--- src/rtl/pipe_step_gen_pkg.sv ---
// Shared constants for the single-step pipeline clock generator:
// FSM state encoding, step counter width and a counter-width helper.
package pipe_step_gen_pkg;

    localparam int STEP_W = 16;

    // HI is the only state with bit 0 set, so every state change
    // flips at most one bit of the pipeclk decode.
    typedef enum logic [1:0] {
        ST_IDLE = 2'b00,
        ST_HI   = 2'b01,
        ST_LO   = 2'b10
    } state_t;

    function automatic int unsigned cnt_w(input int unsigned n);
        return (n < 2) ? 1 : $clog2(n);
    endfunction

endpackage

--- src/rtl/pipe_step_gen_debounce_sync.sv ---
// Two-flop synchroniser followed by a stability debouncer; the
// debounced level only follows after DEBOUNCE_CYCLES steady cycles.
module debounce_sync
    import pipe_step_gen_pkg::*;
#(
    parameter int unsigned DEBOUNCE_CYCLES = 500000
) (
    input  logic clk,
    input  logic reset,
    input  logic raw,
    output logic level
);

    localparam int unsigned CW = cnt_w(DEBOUNCE_CYCLES);
    localparam logic [CW-1:0] LAST = CW'(DEBOUNCE_CYCLES - 1);

    logic [1:0]    sync;
    logic [CW-1:0] cnt;
    logic          differ;
    logic          settled;

    assign differ  = (sync[1] != level);
    assign settled = differ && (cnt == LAST);

    always_ff @(posedge clk or negedge reset) begin
        if (!reset) begin
            sync  <= 2'b00;
            cnt   <= '0;
            level <= 1'b0;
        end else begin
            sync <= {sync[0], raw};
            if (!differ) begin
                cnt <= '0;
            end else if (settled) begin
                cnt   <= '0;
                level <= sync[1];
            end else begin
                cnt <= cnt + 1'b1;
            end
        end
    end

endmodule

--- src/rtl/pipe_step_gen.sv ---
// Debounced single-step / free-run pipeline clock generator.
// Define PIPE_STEP_RUN_EN to build the run_sw automatic-step mode.
module pipe_step_gen
    import pipe_step_gen_pkg::*;
#(
    parameter int unsigned DEBOUNCE_CYCLES = 500000,
    parameter int unsigned PULSE_CYCLES    = 4,
    parameter int unsigned RUN_DIV         = 25000000
) (
    input  logic              clk,
    input  logic              reset,
    input  logic              step_btn,
    input  logic              run_sw,
    output logic              pipeclk,
    output logic [STEP_W-1:0] step_count,
    output logic              busy
);

    localparam int unsigned PW = cnt_w(PULSE_CYCLES);
    localparam logic [PW-1:0] PLAST = PW'(PULSE_CYCLES - 1);

    state_t            state;
    state_t            state_next;
    logic [PW-1:0]     pcnt;
    logic              pdone;
    logic [STEP_W-1:0] step_count_q;
    logic              step_level;
    logic              step_level_d;
    logic              step_rise;
    logic              step_req;

    debounce_sync #(
        .DEBOUNCE_CYCLES(DEBOUNCE_CYCLES)
    ) u_step_db (
        .clk  (clk),
        .reset(reset),
        .raw  (step_btn),
        .level(step_level)
    );

    assign step_rise = step_level && !step_level_d;

`ifdef PIPE_STEP_RUN_EN
    localparam int unsigned RW = cnt_w(RUN_DIV);
    localparam logic [RW-1:0] RLAST = RW'(RUN_DIV - 1);

    logic          run_level;
    logic [RW-1:0] run_cnt;
    logic          run_wrap;

    debounce_sync #(
        .DEBOUNCE_CYCLES(DEBOUNCE_CYCLES)
    ) u_run_db (
        .clk  (clk),
        .reset(reset),
        .raw  (run_sw),
        .level(run_level)
    );

    assign run_wrap = run_level && (run_cnt == RLAST);

    // Held at zero while run mode is off, so each entry restarts the period.
    always_ff @(posedge clk or negedge reset) begin
        if (!reset) begin
            run_cnt <= '0;
        end else if (!run_level || run_wrap) begin
            run_cnt <= '0;
        end else begin
            run_cnt <= run_cnt + 1'b1;
        end
    end

    assign step_req = run_level ? run_wrap : step_rise;
`else
    logic unused_run_sw;

    assign unused_run_sw = run_sw;
    assign step_req      = step_rise;
`endif

    always_ff @(posedge clk or negedge reset) begin
        if (!reset) begin
            state <= ST_IDLE;
        end else begin
            state <= state_next;
        end
    end

    always_comb begin
        state_next = state;
        unique case (state)
            ST_IDLE: if (step_req) state_next = ST_HI;
            ST_HI:   if (pdone)    state_next = ST_LO;
            ST_LO:   if (pdone)    state_next = ST_IDLE;
            default:               state_next = ST_IDLE;
        endcase
    end

    always_comb begin
        pipeclk    = (state == ST_HI);
        busy       = (state != ST_IDLE);
        step_count = step_count_q;
    end

    assign pdone = (pcnt == PLAST);

    always_ff @(posedge clk or negedge reset) begin
        if (!reset) begin
            pcnt         <= '0;
            step_count_q <= '0;
            step_level_d <= 1'b0;
        end else begin
            step_level_d <= step_level;
            if (state == ST_IDLE || state_next != state) begin
                pcnt <= '0;
            end else begin
                pcnt <= pcnt + 1'b1;
            end
            if (state == ST_IDLE && state_next == ST_HI) begin
                step_count_q <= step_count_q + 1'b1;
            end
        end
    end

endmodule

--- config.mk ---
export PLATFORM = sky130hd
export DESIGN_NAME = pipe_step_gen
export DESIGN_NICKNAME = d
export VERILOG_FILES = /design/src/rtl/pipe_step_gen_pkg.sv /design/src/rtl/pipe_step_gen_debounce_sync.sv /design/src/rtl/pipe_step_gen.sv
export SDC_FILE = /design/constraint.sdc
export NUM_CORES = 1
export LEC_CHECK = 0
export CAP_MARGIN = 40
export CELL_PAD_IN_SITES_DETAIL_PLACEMENT = 1
export CELL_PAD_IN_SITES_GLOBAL_PLACEMENT = 2
export CORE_UTILIZATION = 25
export CTS_BUF_LIST = sky130_fd_sc_hd__clkbuf_4
export CTS_CLUSTER_DIAMETER = 150
export CTS_CLUSTER_SIZE = 25
export DETAILED_ROUTE_END_ITERATION = 6
export PLACE_DENSITY_LB_ADDON = 0.1
export SYNTH_ARGS = -nofsm -noshare
export SYNTH_HDL_FRONTEND = slang
export SYNTH_SLANG_ARGS = --single-unit
--- constraint.sdc ---
create_clock -name clk -period 2.51 [get_ports clk]
set_input_delay 0.251 -clock clk [delete_from_list [all_inputs] [get_ports clk]]
set_output_delay 0.251 -clock clk [all_outputs]
set_load 0.01 [all_outputs]
==> results of run 1 <==
## sequential cells by signal, indices dropped and copies added, names as in the netlist
name             count
step_level_d         1
step_count          16
pcnt                 2
u_step_db.sync       2
u_step_db.level      1
u_step_db.cnt       19
state                2
## worst max-delay path, stage by stage (launching register included)
cell	delay [ns]
dfrtp_1	0.47
or4b_1	0.77
nor4_4	0.46
nand3_1	0.14
xnor2_1	0.15
## report_power, final
| group | leakage (nW) | internal [mW] | switching (mW) | total (mW) |
|---|---|---|---|---|
| Clock | 0.0263 | 0.103 | 0.234 | 0.337 |
| Sequential | 0.594 | 0.698 | 0.00675 | 0.705 |
| Combinational | 0.436 | 0.0139 | 0.0235 | 0.0375 |
## kinds of logic (layout without fill, tap and decap cells)
family,count (synthesis),after routing,synth area share
AOI/OAI and AO/OA,11,11,0.03953
xor gates and xnor gates,30,30,0.1297
adders and majority gates,3,3,0.01853
buffers and inverters,6,35,0.01606
DFF,43,43,0.5312
muxes,1,1,0.005559
and+or+nand+nor,90,90,0.2594
## synthesized netlist by cell type, drive strengths merged (2+ instances only)
| master | n |
|---|---|
| dfrtp | 43 |
| nor3 | 6 |
| o21ai | 5 |
| or3 | 3 |
| nor3b | 2 |
| nand3 | 15 |
| buf | 3 |
| nor2 | 18 |
| inv | 3 |
| a21oi | 4 |
| and3 | 5 |
| nand4 | 8 |
| xor2 | 11 |
| nor4 | 5 |
| xnor2 | 19 |
| nand2 | 16 |
| and4 | 2 |
| or4 | 3 |
| ha | 3 |
| or2 | 2 |
## worst paths after layout
kind	cells after the start	to	slack (ns)	start
max	4	step_count[10]$_DFFE_PN0P_	0.42	state[0]$_DFF_PN0_
min	1	u_step_db.sync[0]$_DFF_PN0_	0.32	step_btn
max reg2reg	4	step_count[10]$_DFFE_PN0P_	0.42	state[0]$_DFF_PN0_
min reg2reg	0	u_step_db.sync[1]$_DFF_PN0_	0.37	u_step_db.sync[0]$_DFF_PN0_
max in group asynchronous	3	step_count[7]$_DFFE_PN0P_	1.68	reset
min in group asynchronous	2	u_step_db.cnt[0]$_DFF_PN0_	0.36	reset
## area by class of cell
cell class,instances,area (µm²)
Clock buffer,5,37.54
Clock inverter,3,15.01
Fill cell,909,5343
Inverter,3,11.26
Multi-Input combinational cell,135,917.1
Sequential cell,43,1076
Tap cell,102,127.6
Timing Repair Buffer,24,240.2
## metal layers
metal / vias up / global-route usage
li1: 698 / -
met1: 721 / 0.1591
met2: 17 / 0.1822
met3: 6 / 0.01990
met4: 0 / 0.04297
met5: - / 0
==> results.py, run 1 <==
metrics = {
    "status": {
        "status": "finished clean",
    },
    "worst_setup_path": {
        "cp.required_ns": 2.77,
        "criticalPathCategory": "flip-flop to flip-flop",
        "cp.arrival_ns": 2.34,
        "start_kind": "flip-flop",
        "end_kind": "flip-flop",
        "cp_max_fo": 8,
    },
    "die": {
        "io_pins": 22,
        "fp.dieH_um": 92.02,
        "initial_core_util": 0.2608,
        "core_um2": 7767,
        "die_w_um": 92.02,
        "row_count": 32,
        "dieArea_um2": 8467,
    },
    "global_routing": {
        "antenna_found_initial": 0,
        "grt_usage": 0.1158,
        "overflow": 0,
        "grt_pass1_wl_um": 7645,
        "grt_max_degree": 29,
        "grt_pass1_vias": 1499,
    },
    "placed_design": {
        "dp_cells": 306,
        "dp_hpwl_um": 3233,
        "place_area_um2": 2362,
        "gp_congestion": 0.7005,
        "post-place-ws_ns": 0.4027,
        "numPortBuffers": 20,
    },
    "sta": {
        "worst_slew_pin_slew_ns": 0.4422,
        "rsz0062_at_grt": "false",
        "fin_ws_ns": 0.4218,
        "period_share": 0.8320,
        "hold_viol": 0,
        "period_minus_slack_ns": 2.088,
        "whs_ns": 0.3199,
        "max_freq_mhz": 478.9,
        "finalSetupTns_ns": 0,
        "fin_skew_ns": 0.01012,
        "maxSlewHeadroom": 0.7011,
        "report.final.slew_viol_count": 0,
        "setup_violations": 0,
    },
    "synth": {
        "synth_cell_types": 32,
        "postSynthAreaPerCell_um2": 11.01,
        "ys_seq_elements": 43,
        "dominantRegCellSynth": "dfrtp_1",
        "synth-edff-count": 0,
        "yosysSeqAreaShare": 0.5312,
        "synth_warnings": 0,
        "synth_top_area_cell": "dfrtp_1",
        "synth_area_leaders": "dfrtp_1 (53%), xnor2_1 (8.2%), xor2_1 (4.8%), nand3_1 (3.7%), nor2_1 (3.3%)",
        "syn_nets": 191,
        "async_flop_share": 1.000,
        "yosysTopAreaCellShare": 0.5312,
        "synth_area_um2": 2026,
        "netlist_instances": 184,
    },
    "clock_network": {
        "cts_tree": "done",
        "clockRootBuffer": "clkbuf_4",
        "cts_hold_buffers": 1,
        "clk_pin_slew_worst_paths_ns": 0.14,
        "cts_sinks": 43,
        "htree_levels": 2,
        "clock_latency_ns": 0.36,
        "numCtsBuffers": 5,
        "post_cts_buffers": 0,
        "clock_path_buffers": 2,
        "cts_resized": 0,
    },
    "power_and_ir_drop": {
        "p_leak_nw": 1.057,
        "power.total_mw": 1.079,
        "ir_worst_vdd_uv": 135.9,
        "power_density_nw_per_um2": 445.0,
    },
    "layout": {
        "final_cells": 315,
        "syn_to_final_growth_pct": 19.70,
        "final_layout_size_suffix_gt1_frac": 0.08920,
        "layout_common_cells": "dfrtp_1 (43), xnor2_1 (19), clkdlybuf4s50_1 (19), nor2_1 (18), nand2_1 (16)",
        "nNetsFinal": 219,
        "fin_util": 0.3122,
        "final_common_cell": "dfrtp_1",
        "antennaDiodeCount": 0,
        "final_design_area_no_fill_um2": 2425,
    },
    "routing": {
        "met2_length_um": 2061,
        "post-route-drc-count": 0,
        "vias": 1442,
        "via_per_inst": 4.578,
        "routedWlPerCell_um": 13.94,
        "highest_layer": "met4",
        "dr.pass1.iters": 4,
        "final_antenna_net_count": 0,
        "wl_met3_um": 116,
        "drt-met1-wl_um": 2155,
        "wirelength_um": 4392,
        "drt_iter0_markers": 24,
    },
    "min_path": {
        "hold_path_class": "input port to flip-flop",
    },
    "job": {
        "drv_cap": 0,
    },
}
(Power assumes the default switching activity.)
==> run 2: changes to the inputs <==
==> constraint.sdc (replaced) <==
create_clock -name clk -period 1.8 [get_ports clk]
set_input_delay 0.18 -clock clk [delete_from_list [all_inputs] [get_ports clk]]
set_output_delay 0.18 -clock clk [all_outputs]
set_load 0.01 [all_outputs]
==> results.py, run 2 (synthesis results as in run 1) <==
metrics = {
    "worst_setup_path": {
        "cp.arrival_ns": 2.12,
        "criticalPathCategory": "flip-flop to flip-flop",
        "reg2regPathDepth": 5,
        "end_kind": "flip-flop",
        "reg2reg_from": "u_step_db.cnt[0]$_DFF_PN0_",
        "cp.required_ns": 2.11,
        "start_kind": "flip-flop",
        "reg2reg_slack_ns": -0.007,
        "cp_max_fo": 4,
        "critical-path-max-stage-delay_ns": 0.58,
        "cp_slowest_cell": "or4_4",
        "crit_chain": "ha_4 > nand4_4 > or4_4 > or3_1 > a21oi_1",
        "r2r-end": "u_step_db.cnt[18]$_DFF_PN0_",
    },
    "layout": {
        "nNetsFinal": 252,
        "regMostFlops": "u_step_db.cnt",
        "syn_to_final_growth_pct": 39.04,
        "antennaDiodeCount": 0,
        "layout_common_cells": "dfrtp_1 (43), buf_4 (29), xnor2_1 (19), clkdlybuf4s50_1 (17), nand2_1 (16)",
        "final_layout_size_suffix_gt1_frac": 0.3089,
        "final_common_cell": "dfrtp_1",
        "largest_reg_flops": 19,
        "final_design_area_no_fill_um2": 2816,
        "final_cells": 348,
    },
    "status": {
        "status": "complete, but fails checks",
        "violations": "setup timing",
    },
    "routing": {
        "final_antenna_net_count": 0,
        "vias": 1549,
        "routedWlPerCell_um": 14.07,
        "dr.pass1.iters": 4,
        "via_per_inst": 4.451,
        "drt_iter0_markers": 26,
        "post-route-drc-count": 0,
        "wirelength_um": 4896,
    },
    "min_path": {
        "holdCritStartpoint": "step_btn",
        "hold_path_class": "input port to flip-flop",
        "hold_end": "u_step_db.sync[0]$_DFF_PN0_",
        "min_path_cells": 1,
    },
    "sta": {
        "finalSetupTns_ns": -0.007453,
        "fin_ws_ns": -0.007453,
        "report.final.slew_viol_count": 0,
        "worst_slew_pin_slew_ns": 0.5313,
        "period_minus_slack_ns": 1.807,
        "rsz0062_at_grt": "true",
        "period_share": 1.004,
        "maxSlewHeadroom": 0.6458,
        "setup_violations": 1,
        "hold_viol": 0,
        "fin_skew_ns": 0.007990,
        "max_freq_mhz": 553.3,
    },
    "global_routing": {
        "grt_pass1_wl_um": 8335,
        "grt_pass1_vias": 1681,
        "grt_max_degree": 24,
        "grt_usage": 0.1256,
        "antenna_found_initial": 0,
        "overflow": 0,
    },
    "power_and_ir_drop": {
        "p_leak_nw": 1.239,
        "p_clk_frac": 0.330,
        "power.switching_mw": 0.4139,
        "ir_worst_vdd_uv": 219.5,
        "intPower_mw": 1.162,
        "p_sw_frac": 0.2626,
        "power_density_nw_per_um2": 559.6,
        "power_frac_comb": 0.048,
        "pwr-share-seq": 0.622,
    },
    "placed_design": {
        "post-place-ws_ns": -0.09316,
        "dp_cells": 333,
        "dp_hpwl_um": 3609,
        "gp_congestion": 0.7222,
        "place_area_um2": 2577,
        "numPortBuffers": 20,
    },
    "clock_network": {
        "htree_levels": 2,
        "clk_pin_slew_worst_paths_ns": 0.15,
        "clock_latency_ns": 0.37,
        "cts_sinks": 43,
        "cts_tree": "done",
        "clock_path_buffers": 2,
        "numCtsBuffers": 5,
        "clockRootBuffer": "clkbuf_4",
    },
    "die": {
        "io_pins": 22,
        "core_um2": 7767,
        "fp.dieH_um": 92.02,
        "die_w_um": 92.02,
        "row_count": 32,
        "dieArea_um2": 8467,
        "initial_core_util": 0.2608,
    },
    "job": {
        "drv_cap": 0,
    },
}
==> run 2: changes by cell type in the layout (fill, tap and decap cells not counted), sizes merged <==
cell and delta:
clkdlybuf4s50 -2, inv +1, dlygate4sd2 +2, clkinvlp +1, clkinv -2, buf +33
==> run 2: layout make-up <==
| cell class | instances | area, µm² |
|---|---|---|
| Clock buffer | 5 | 37.54 |
| Multi-Input combinational cell | 135 | 1032 |
| Inverter | 3 | 11.26 |
| Sequential cell | 43 | 1076 |
| Tap cell | 102 | 127.6 |
| Timing Repair Buffer | 57 | 508.0 |
| Fill cell | 871 | 4951 |
| Clock inverter | 3 | 23.77 |
==> run 2: repair_timing <==
item,4_1_cts,5_1_grt
setup buffers,1,4
resized for setup,3,32
hold buffers,1,0
hold endpoints to repair,20,0
endpoints found under the setup margin,7,26
gates cloned,0,1
pin swaps,2,15
==> run 2: routing by layer <==
metal	vias to the layer above	global-route usage	part of all wire
li1	760	-	-
met1	771	0.1614	0.47
met2	14	0.2139	0.50
met3	4	0.02736	0.021
met4	0	0.03125	0.011
met5	-	0	0
==> run 2: worst max-delay path by stage <==
stage	slack [ns]	from	to	depth (start not counted)
floorplan	0.01	u_step_db.cnt[0]$_DFF_PN0_	u_step_db.cnt[16]$_DFF_PN0_	5
global placement	-0.01	state[0]$_DFF_PN0_	step_count[15]$_DFFE_PN0P_	5
detailed placement	-0.09	state[0]$_DFF_PN0_	step_count[13]$_DFFE_PN0P_	5
CTS	0.004	state[1]$_DFF_PN0_	step_count[13]$_DFFE_PN0P_	5
global route	-0.09	state[1]$_DFF_PN0_	step_count[14]$_DFFE_PN0P_	5
finish	-0.007	u_step_db.cnt[0]$_DFF_PN0_	u_step_db.cnt[18]$_DFF_PN0_	5
==> run 2: critical path, delay by kind of cell, from the launching register on <==
kind	cells	cell delay, ns
fa+ha+maj	1	0.16
compound gates	1	0.14
flops	1	0.42
simple gates	3	1.03
==> run 2: metrics by stage <==
stage,total power [mW],utilization,hold slack [ns]
floorplan,1.020,-,-0.1156
global placement,1.067,0.3318,0.1898
detailed placement,1.068,0.3318,0.1989
CTS,1.600,0.3421,0.2225
global route,1.644,0.3626,0.2291
finish,1.576,0.3626,0.2309
==> run 2: power groups by stage <==
stage	clock network, mW	registers (mW)	logic [mW]
floorplan	0	1.00	0.0187
global placement	0	0.999	0.0676
detailed placement	0	1.00	0.0683
CTS	0.548	0.982	0.0704
global route	0.576	0.982	0.0850
finish	0.520	0.981	0.0755
